--- config.mk ---
export PLATFORM = sky130hd
export DESIGN_NAME = lt100_lsu
export DESIGN_NICKNAME = d
export VERILOG_FILES = /design/src/rtl/lt100_lsu_pkg.sv /design/src/rtl/lt100_lsu_lane.sv /design/src/rtl/lt100_lsu.sv
export SDC_FILE = /design/constraint.sdc
export NUM_CORES = 1
export LEC_CHECK = 0
export ABC_AREA = 1
export ABC_CLOCK_PERIOD_IN_PS = 1700
export CORE_MARGIN = 1
export CORE_UTILIZATION = 55
export CTS_CLUSTER_SIZE = 24
export DETAILED_ROUTE_END_ITERATION = 6
export DONT_BUFFER_PORTS = 1
export PLACE_DENSITY_LB_ADDON = 0.2
export SYNTH_ARGS = -nofsm -noshare
export SYNTH_HDL_FRONTEND = slang
export SYNTH_SLANG_ARGS = --single-unit
--- constraint.sdc ---
create_clock -name clk -period 1.7 [get_ports clk]
set_input_delay 0.255 -clock clk [delete_from_list [all_inputs] [get_ports clk]]
set_output_delay 0.255 -clock clk [all_outputs]
set_load 0.02 [all_outputs]
--- src/rtl/lt100_lsu_pkg.sv ---
// Shared encodings for the Little Timmy 100 load/store unit and bus fabric.
package lt100_pkg;

    localparam logic [1:0] SZ_BYTE = 2'd0;
    localparam logic [1:0] SZ_HALF = 2'd1;
    localparam logic [1:0] SZ_WORD = 2'd2;

    localparam logic [1:0] ERR_NONE    = 2'd0;
    localparam logic [1:0] ERR_ALIGN   = 2'd1;
    localparam logic [1:0] ERR_BUS     = 2'd2;
    localparam logic [1:0] ERR_TIMEOUT = 2'd3;

    typedef enum logic [1:0] {
        S_IDLE    = 2'd0,
        S_REQ     = 2'd1,
        S_RELEASE = 2'd2,
        S_ERR     = 2'd3
    } lsu_state_e;

    // Top address nibble of each fabric region.
    localparam logic [3:0] BASE_ROM  = 4'h0;
    localparam logic [3:0] BASE_RAM  = 4'h1;
    localparam logic [3:0] BASE_GPIO = 4'h2;
    localparam logic [3:0] BASE_UART = 4'h3;

    function automatic logic misaligned(input logic [1:0] size, input logic [1:0] off);
        return (size == 2'd3) ||
               ((size == SZ_HALF) && off[0]) ||
               ((size == SZ_WORD) && (off != 2'b00));
    endfunction

endpackage

--- src/rtl/lt100_lsu_lane.sv ---
// Byte-lane steering: byte enables, store data replication, load extract/extend.
module lt100_lsu_lane
    import lt100_pkg::*;
(
    input  logic [1:0]  size_i,
    input  logic [1:0]  off_i,
    input  logic        signed_i,
    input  logic [31:0] wdata_i,
    input  logic [31:0] rdata_i,
    output logic [3:0]  be_o,
    output logic [31:0] wdata_o,
    output logic [31:0] rdata_o
);

    logic [31:0] shifted;

    always_comb begin
        shifted = rdata_i >> {off_i, 3'b000};
        be_o    = 4'b1111;
        wdata_o = wdata_i;
        rdata_o = shifted;
        case (size_i)
            SZ_BYTE: begin
                be_o    = 4'b0001 << off_i;
                wdata_o = {4{wdata_i[7:0]}};
                rdata_o = {{24{signed_i & shifted[7]}}, shifted[7:0]};
            end
            SZ_HALF: begin
                be_o    = 4'b0011 << off_i;
                wdata_o = {2{wdata_i[15:0]}};
                rdata_o = {{16{signed_i & shifted[15]}}, shifted[15:0]};
            end
            default: ;
        endcase
    end

endmodule

--- src/rtl/lt100_lsu.sv ---
// Little Timmy 100 load/store unit: request FSM and bus handshake.
// Optional REQ watchdog enabled by defining LT100_LSU_TIMEOUT_EN.
module lt100_lsu
    import lt100_pkg::*;
#(
    parameter int ADDR_WIDTH     = 32,
    parameter int DATA_WIDTH     = 32,
    parameter int TIMEOUT_CYCLES = 1024
) (
    input  logic                    clk,
    input  logic                    rst_n,
    input  logic                    req_valid,
    output logic                    req_ready,
    input  logic                    req_wr,
    input  logic [1:0]              req_size,
    input  logic                    req_signed,
    input  logic [ADDR_WIDTH-1:0]   req_addr,
    input  logic [DATA_WIDTH-1:0]   req_wdata,
    output logic                    resp_valid,
    output logic [DATA_WIDTH-1:0]   resp_rdata,
    output logic                    resp_err,
    output logic [1:0]              resp_err_code,
    output logic                    bus_enable,
    output logic                    bus_wr_en,
    output logic [ADDR_WIDTH-1:0]   bus_addr,
    output logic [DATA_WIDTH-1:0]   bus_wdata,
    output logic [DATA_WIDTH/8-1:0] bus_be,
    input  logic                    bus_ready,
    input  logic [DATA_WIDTH-1:0]   bus_rdata,
    input  logic                    bus_err
);

    if (DATA_WIDTH != 32) begin : g_bad_width
        $error("lt100_lsu supports DATA_WIDTH=32 only");
    end
    if (TIMEOUT_CYCLES < 1) begin : g_bad_timeout
        $error("lt100_lsu TIMEOUT_CYCLES must be at least 1");
    end

    lsu_state_e            state_q, state_d;
    logic                  wr_q, wr_d;
    logic [1:0]            size_q, size_d;
    logic                  signed_q, signed_d;
    logic [ADDR_WIDTH-1:0] addr_q, addr_d;
    logic [31:0]           wdata_q, wdata_d;
    logic                  rvalid_q, rvalid_d;
    logic [31:0]           rdata_q, rdata_d;
    logic                  rerr_q, rerr_d;
    logic [1:0]            rcode_q, rcode_d;

    logic [3:0]  lane_be;
    logic [31:0] lane_wdata;
    logic [31:0] lane_rdata;
    logic        in_req;

`ifdef LT100_LSU_TIMEOUT_EN
    localparam logic [31:0] TO_LAST = 32'(TIMEOUT_CYCLES - 1);
    logic [31:0] cnt_q, cnt_d;
`endif

    lt100_lsu_lane u_lane (
        .size_i   (size_q),
        .off_i    (addr_q[1:0]),
        .signed_i (signed_q),
        .wdata_i  (wdata_q),
        .rdata_i  (bus_rdata),
        .be_o     (lane_be),
        .wdata_o  (lane_wdata),
        .rdata_o  (lane_rdata)
    );

    always_ff @(posedge clk or negedge rst_n) begin
        if (!rst_n) begin
            state_q  <= S_IDLE;
            wr_q     <= 1'b0;
            size_q   <= '0;
            signed_q <= 1'b0;
            addr_q   <= '0;
            wdata_q  <= '0;
            rvalid_q <= 1'b0;
            rdata_q  <= '0;
            rerr_q   <= 1'b0;
            rcode_q  <= ERR_NONE;
`ifdef LT100_LSU_TIMEOUT_EN
            cnt_q    <= '0;
`endif
        end else begin
            state_q  <= state_d;
            wr_q     <= wr_d;
            size_q   <= size_d;
            signed_q <= signed_d;
            addr_q   <= addr_d;
            wdata_q  <= wdata_d;
            rvalid_q <= rvalid_d;
            rdata_q  <= rdata_d;
            rerr_q   <= rerr_d;
            rcode_q  <= rcode_d;
`ifdef LT100_LSU_TIMEOUT_EN
            cnt_q    <= cnt_d;
`endif
        end
    end

    // Responses are registered, so they appear in the cycle after the deciding edge.
    always_comb begin
        state_d  = state_q;
        wr_d     = wr_q;
        size_d   = size_q;
        signed_d = signed_q;
        addr_d   = addr_q;
        wdata_d  = wdata_q;
        rvalid_d = 1'b0;
        rdata_d  = rdata_q;
        rerr_d   = rerr_q;
        rcode_d  = rcode_q;
`ifdef LT100_LSU_TIMEOUT_EN
        cnt_d    = cnt_q;
`endif
        case (state_q)
            S_IDLE: begin
                if (req_valid) begin
                    wr_d     = req_wr;
                    size_d   = req_size;
                    signed_d = req_signed;
                    addr_d   = req_addr;
                    wdata_d  = req_wdata;
                    if (misaligned(req_size, req_addr[1:0])) begin
                        state_d  = S_ERR;
                        rvalid_d = 1'b1;
                        rdata_d  = '0;
                        rerr_d   = 1'b1;
                        rcode_d  = ERR_ALIGN;
                    end else begin
                        state_d = S_REQ;
`ifdef LT100_LSU_TIMEOUT_EN
                        cnt_d   = '0;
`endif
                    end
                end
            end
            S_REQ: begin
                if (bus_ready) begin
                    state_d  = S_RELEASE;
                    rvalid_d = 1'b1;
                    rdata_d  = wr_q ? '0 : lane_rdata;
                    rerr_d   = bus_err;
                    rcode_d  = bus_err ? ERR_BUS : ERR_NONE;
                end
`ifdef LT100_LSU_TIMEOUT_EN
                else if (cnt_q == TO_LAST) begin
                    state_d  = S_RELEASE;
                    rvalid_d = 1'b1;
                    rdata_d  = '0;
                    rerr_d   = 1'b1;
                    rcode_d  = ERR_TIMEOUT;
                end else begin
                    cnt_d = cnt_q + 32'd1;
                end
`endif
            end
            S_RELEASE: begin
                if (!bus_ready) state_d = S_IDLE;
            end
            S_ERR: begin
                state_d = S_IDLE;
            end
            default: state_d = S_IDLE;
        endcase
    end

    assign in_req        = (state_q == S_REQ);
    assign req_ready     = (state_q == S_IDLE) & rst_n;
    assign bus_enable    = in_req;
    assign bus_wr_en     = in_req & wr_q;
    assign bus_addr      = in_req ? {addr_q[ADDR_WIDTH-1:2], 2'b00} : '0;
    assign bus_wdata     = (in_req & wr_q) ? lane_wdata : '0;
    assign bus_be        = in_req ? lane_be : '0;
    assign resp_valid    = rvalid_q;
    assign resp_rdata    = rdata_q;
    assign resp_err      = rerr_q;
    assign resp_err_code = rcode_q;

endmodule
==> metrics <==
status=complete, but fails checks; failing checks=negative hold slack, negative setup slack; Sink Count=106; static leakage=3.42 nW; Final GP Congestion=0.910; CP Max Fanout=7; CP required=1.44 ns; critical path capture point type=primary output; Ports=212; Worst VDD drop=1150 uV; crit-path cells=nor2_4 -> inv_4 -> nor2_4 -> inv_4 -> buf_8 -> a21oi_4 -> buf_6; Placed Cells=911; Initial Util=0.577; worst setup margin=-0.188 ns; CTS max path bufs=2; final setup fails=65; # rows=35; clock root cell=clkbuf_8; R2R cell count=7; Fmax achieved=0.530 GHz; gr ovfl total=0; register area share after synthesis=0.488; initial DRC count=232; Yosys top cell by area=dfrtp_1; Hold Crit Class=input port to asynchronous set/reset pin; Remaining DRCs=0; Post-Syn Area=0.00544 mm^2; DIE WIDTH=101 um; Mapped Cells=744; CP max stage delay=0.42 ns; crit path DAT=1.63 ns; first-pass GRT wire length=23400 um; H-tree levels=3; CTS tree=yes; DRT Pass-1 Iters=5; endpoints failing hold=106; most common cell in the netlist=nand2_1; initial antenna violation count=0; top_reg_cell synth=dfrtp_1; post-DP HPWL=10400 um; top cells by area, synth=dfrtp_1 (49%), nand2_1 (20%), o21ai_0 (6.3%); setup TNS=-7.16 ns; Seq cells post-synth=106; area delta synth->final=22.6%; Reg clk slew, reported paths=0.11 ns; Hold WS=-0.432 ns; Layout Skew=0.0176 ns; crit path kind=flip-flop to primary output; n_diodes=0; Vias=5110; power density cells=1990 mW/mm^2; Non-Filler Instances=947; period utilization=1.11; Detailed Route WL=15600 um; Yosys warnings=0; most frequent cells after synthesis=nand2_1 (295), dfrtp_1 (106), o21ai_0 (68); number of flops mapped to enable cells by yosys=0; worst flop-to-flop path startpoint=state_q[1]; Final min period=1.89 ns; beginning of the critical path=state_q[1]; Synth async-reset ratio=1.00; Synth cell types=27; Global Route Usage Sum=0.294; die span in y=101 um; vias in the first global route=4871; Power, Total=13.2 mW; Core Region=0.00942 mm^2; # port buffers=0; CTS Buf Count=9; area share of the leading cell type in the synthesized netlist=0.488; Final ANT Viol Nets=0; Startpoint Class=flip-flop; fin nets=918; drt via density=5.40; CP max-delay cell=dfrtp_1; Max Cap Viol=0; max-slew violation count=0; mean area per synthesized cell=7.31 um^2; largest net degree at the start of global routing=108; fraction of layout cells with a size suffix above 1=0.194; routed length per instance=16.5 um; Die ar.=0.0103 mm^2; unrepaired setup endpoints after global routing=yes; clock latency at the later pin of the worst-skew pair=0.37 ns
stage by stage:
| stage | cell area, um^2 | util | setup WS [ns] |
|---|---|---|---|
| floorplan | 5470 | - | -0.145 |
| global placement | 6020 | 0.640 | 0.178 |
| detailed placement | 6020 | 0.640 | 0.124 |
| CTS | 6430 | 0.683 | -0.153 |
| global route | 6660 | 0.708 | -0.281 |
| finish | 6660 | 0.708 | -0.188 |
cells in the final DEF, fill, tap and decap left out, types with 2 or more instances in the layout:
cell and instances:
inv_1 47, o21ai_0 58, o22ai_2 2, nor2_1 55, nand3_1 53, inv_2 5
a21oi_2 3, inv_4 3, nand2_2 2, nand2_8 2, buf_4 75, a21oi_4 5
buf_8 2, clkbuf_8 10, clkinvlp_4 4, buf_6 8, o22ai_1 5, inv_6 5
nand2_1 294, dlygate4sd3_1 6, a21oi_1 19, conb_1 2, o21ai_1 10, buf_12 5
nor2_2 4, o21ai_2 3, nand3_4 3, nor2_4 10, dfrtp_1 105
final timing paths:
path | endpoint | slack [ns]
setup / recovery | bus_wdata[17] | -0.19
hold / removal | resp_rdata[8] | -0.43
setup reg to reg | wdata_q[16] | 0.02
hold reg to reg | wdata_q[30] | 0.49
max in group asynchronous | size_q[1] | 1.95
min in group clk | wdata_q[11] | 0.01
registers in the layout, summed over array words and instances (netlist names):
signal / cells
addr_q: 32
resp_rdata: 32
wdata_q: 32
resp_err_code: 2
size_q: 2
state_q: 2
resp_err: 1
resp_valid: 1
signed_q: 1
wr_q: 1
kinds of logic after synthesis:
kind of cell    synth area share
simple gates               0.321
compound gates             0.102
flops                      0.488
buf+inv                   0.0877
other cells             0.000690
report_power, final:
part,switching (mW),total (mW),internal (mW)
registers,1.23,4.89,3.66
logic,4.32,6.69,2.36
clock network,0.917,1.65,0.732
layout make-up:
class / count / area [um^2]
Fill cell: 772 / 2750
Timing Repair inverter: 4 / 31.3
Sequential cell: 106 / 2650
Clock buffer: 11 / 141
Clock inverter: 5 / 62.6
Multi-Input combinational cell: 536 / 2510
Tap cell: 129 / 161
Inverter: 60 / 258
Timing Repair Buffer: 96 / 843
critical path, delay by kind of cell, from the launching register on:
kind / cells / cell delay, ns
simple gates: 2 / 0.30
buf+inv: 4 / 0.41
flops: 1 / 0.42
compound gates: 1 / 0.13
layer usage:
layer  vias to the layer above  part of all wire  track usage  routed length (um)
met5                         -                 0            0                   0
met4                         0             0.021        0.101                 330
met3                        29              0.10       0.0828                1620
met2                       261              0.49        0.500                7680
met1                      2357              0.38        0.361                5950
li1                       2463                 -            -                   -
timing repair:
item                                   4_1_cts  5_1_grt
hold buffers                                 5        1
resized for setup                           35       40
pin swaps                                    5        8
endpoints found under the hold margin      111      107
buffers inserted                             4        5
setup endpoints to repair                   66       99
gates cloned                                 1        4
No activity file was read; power rests on OpenSTA's default activity.
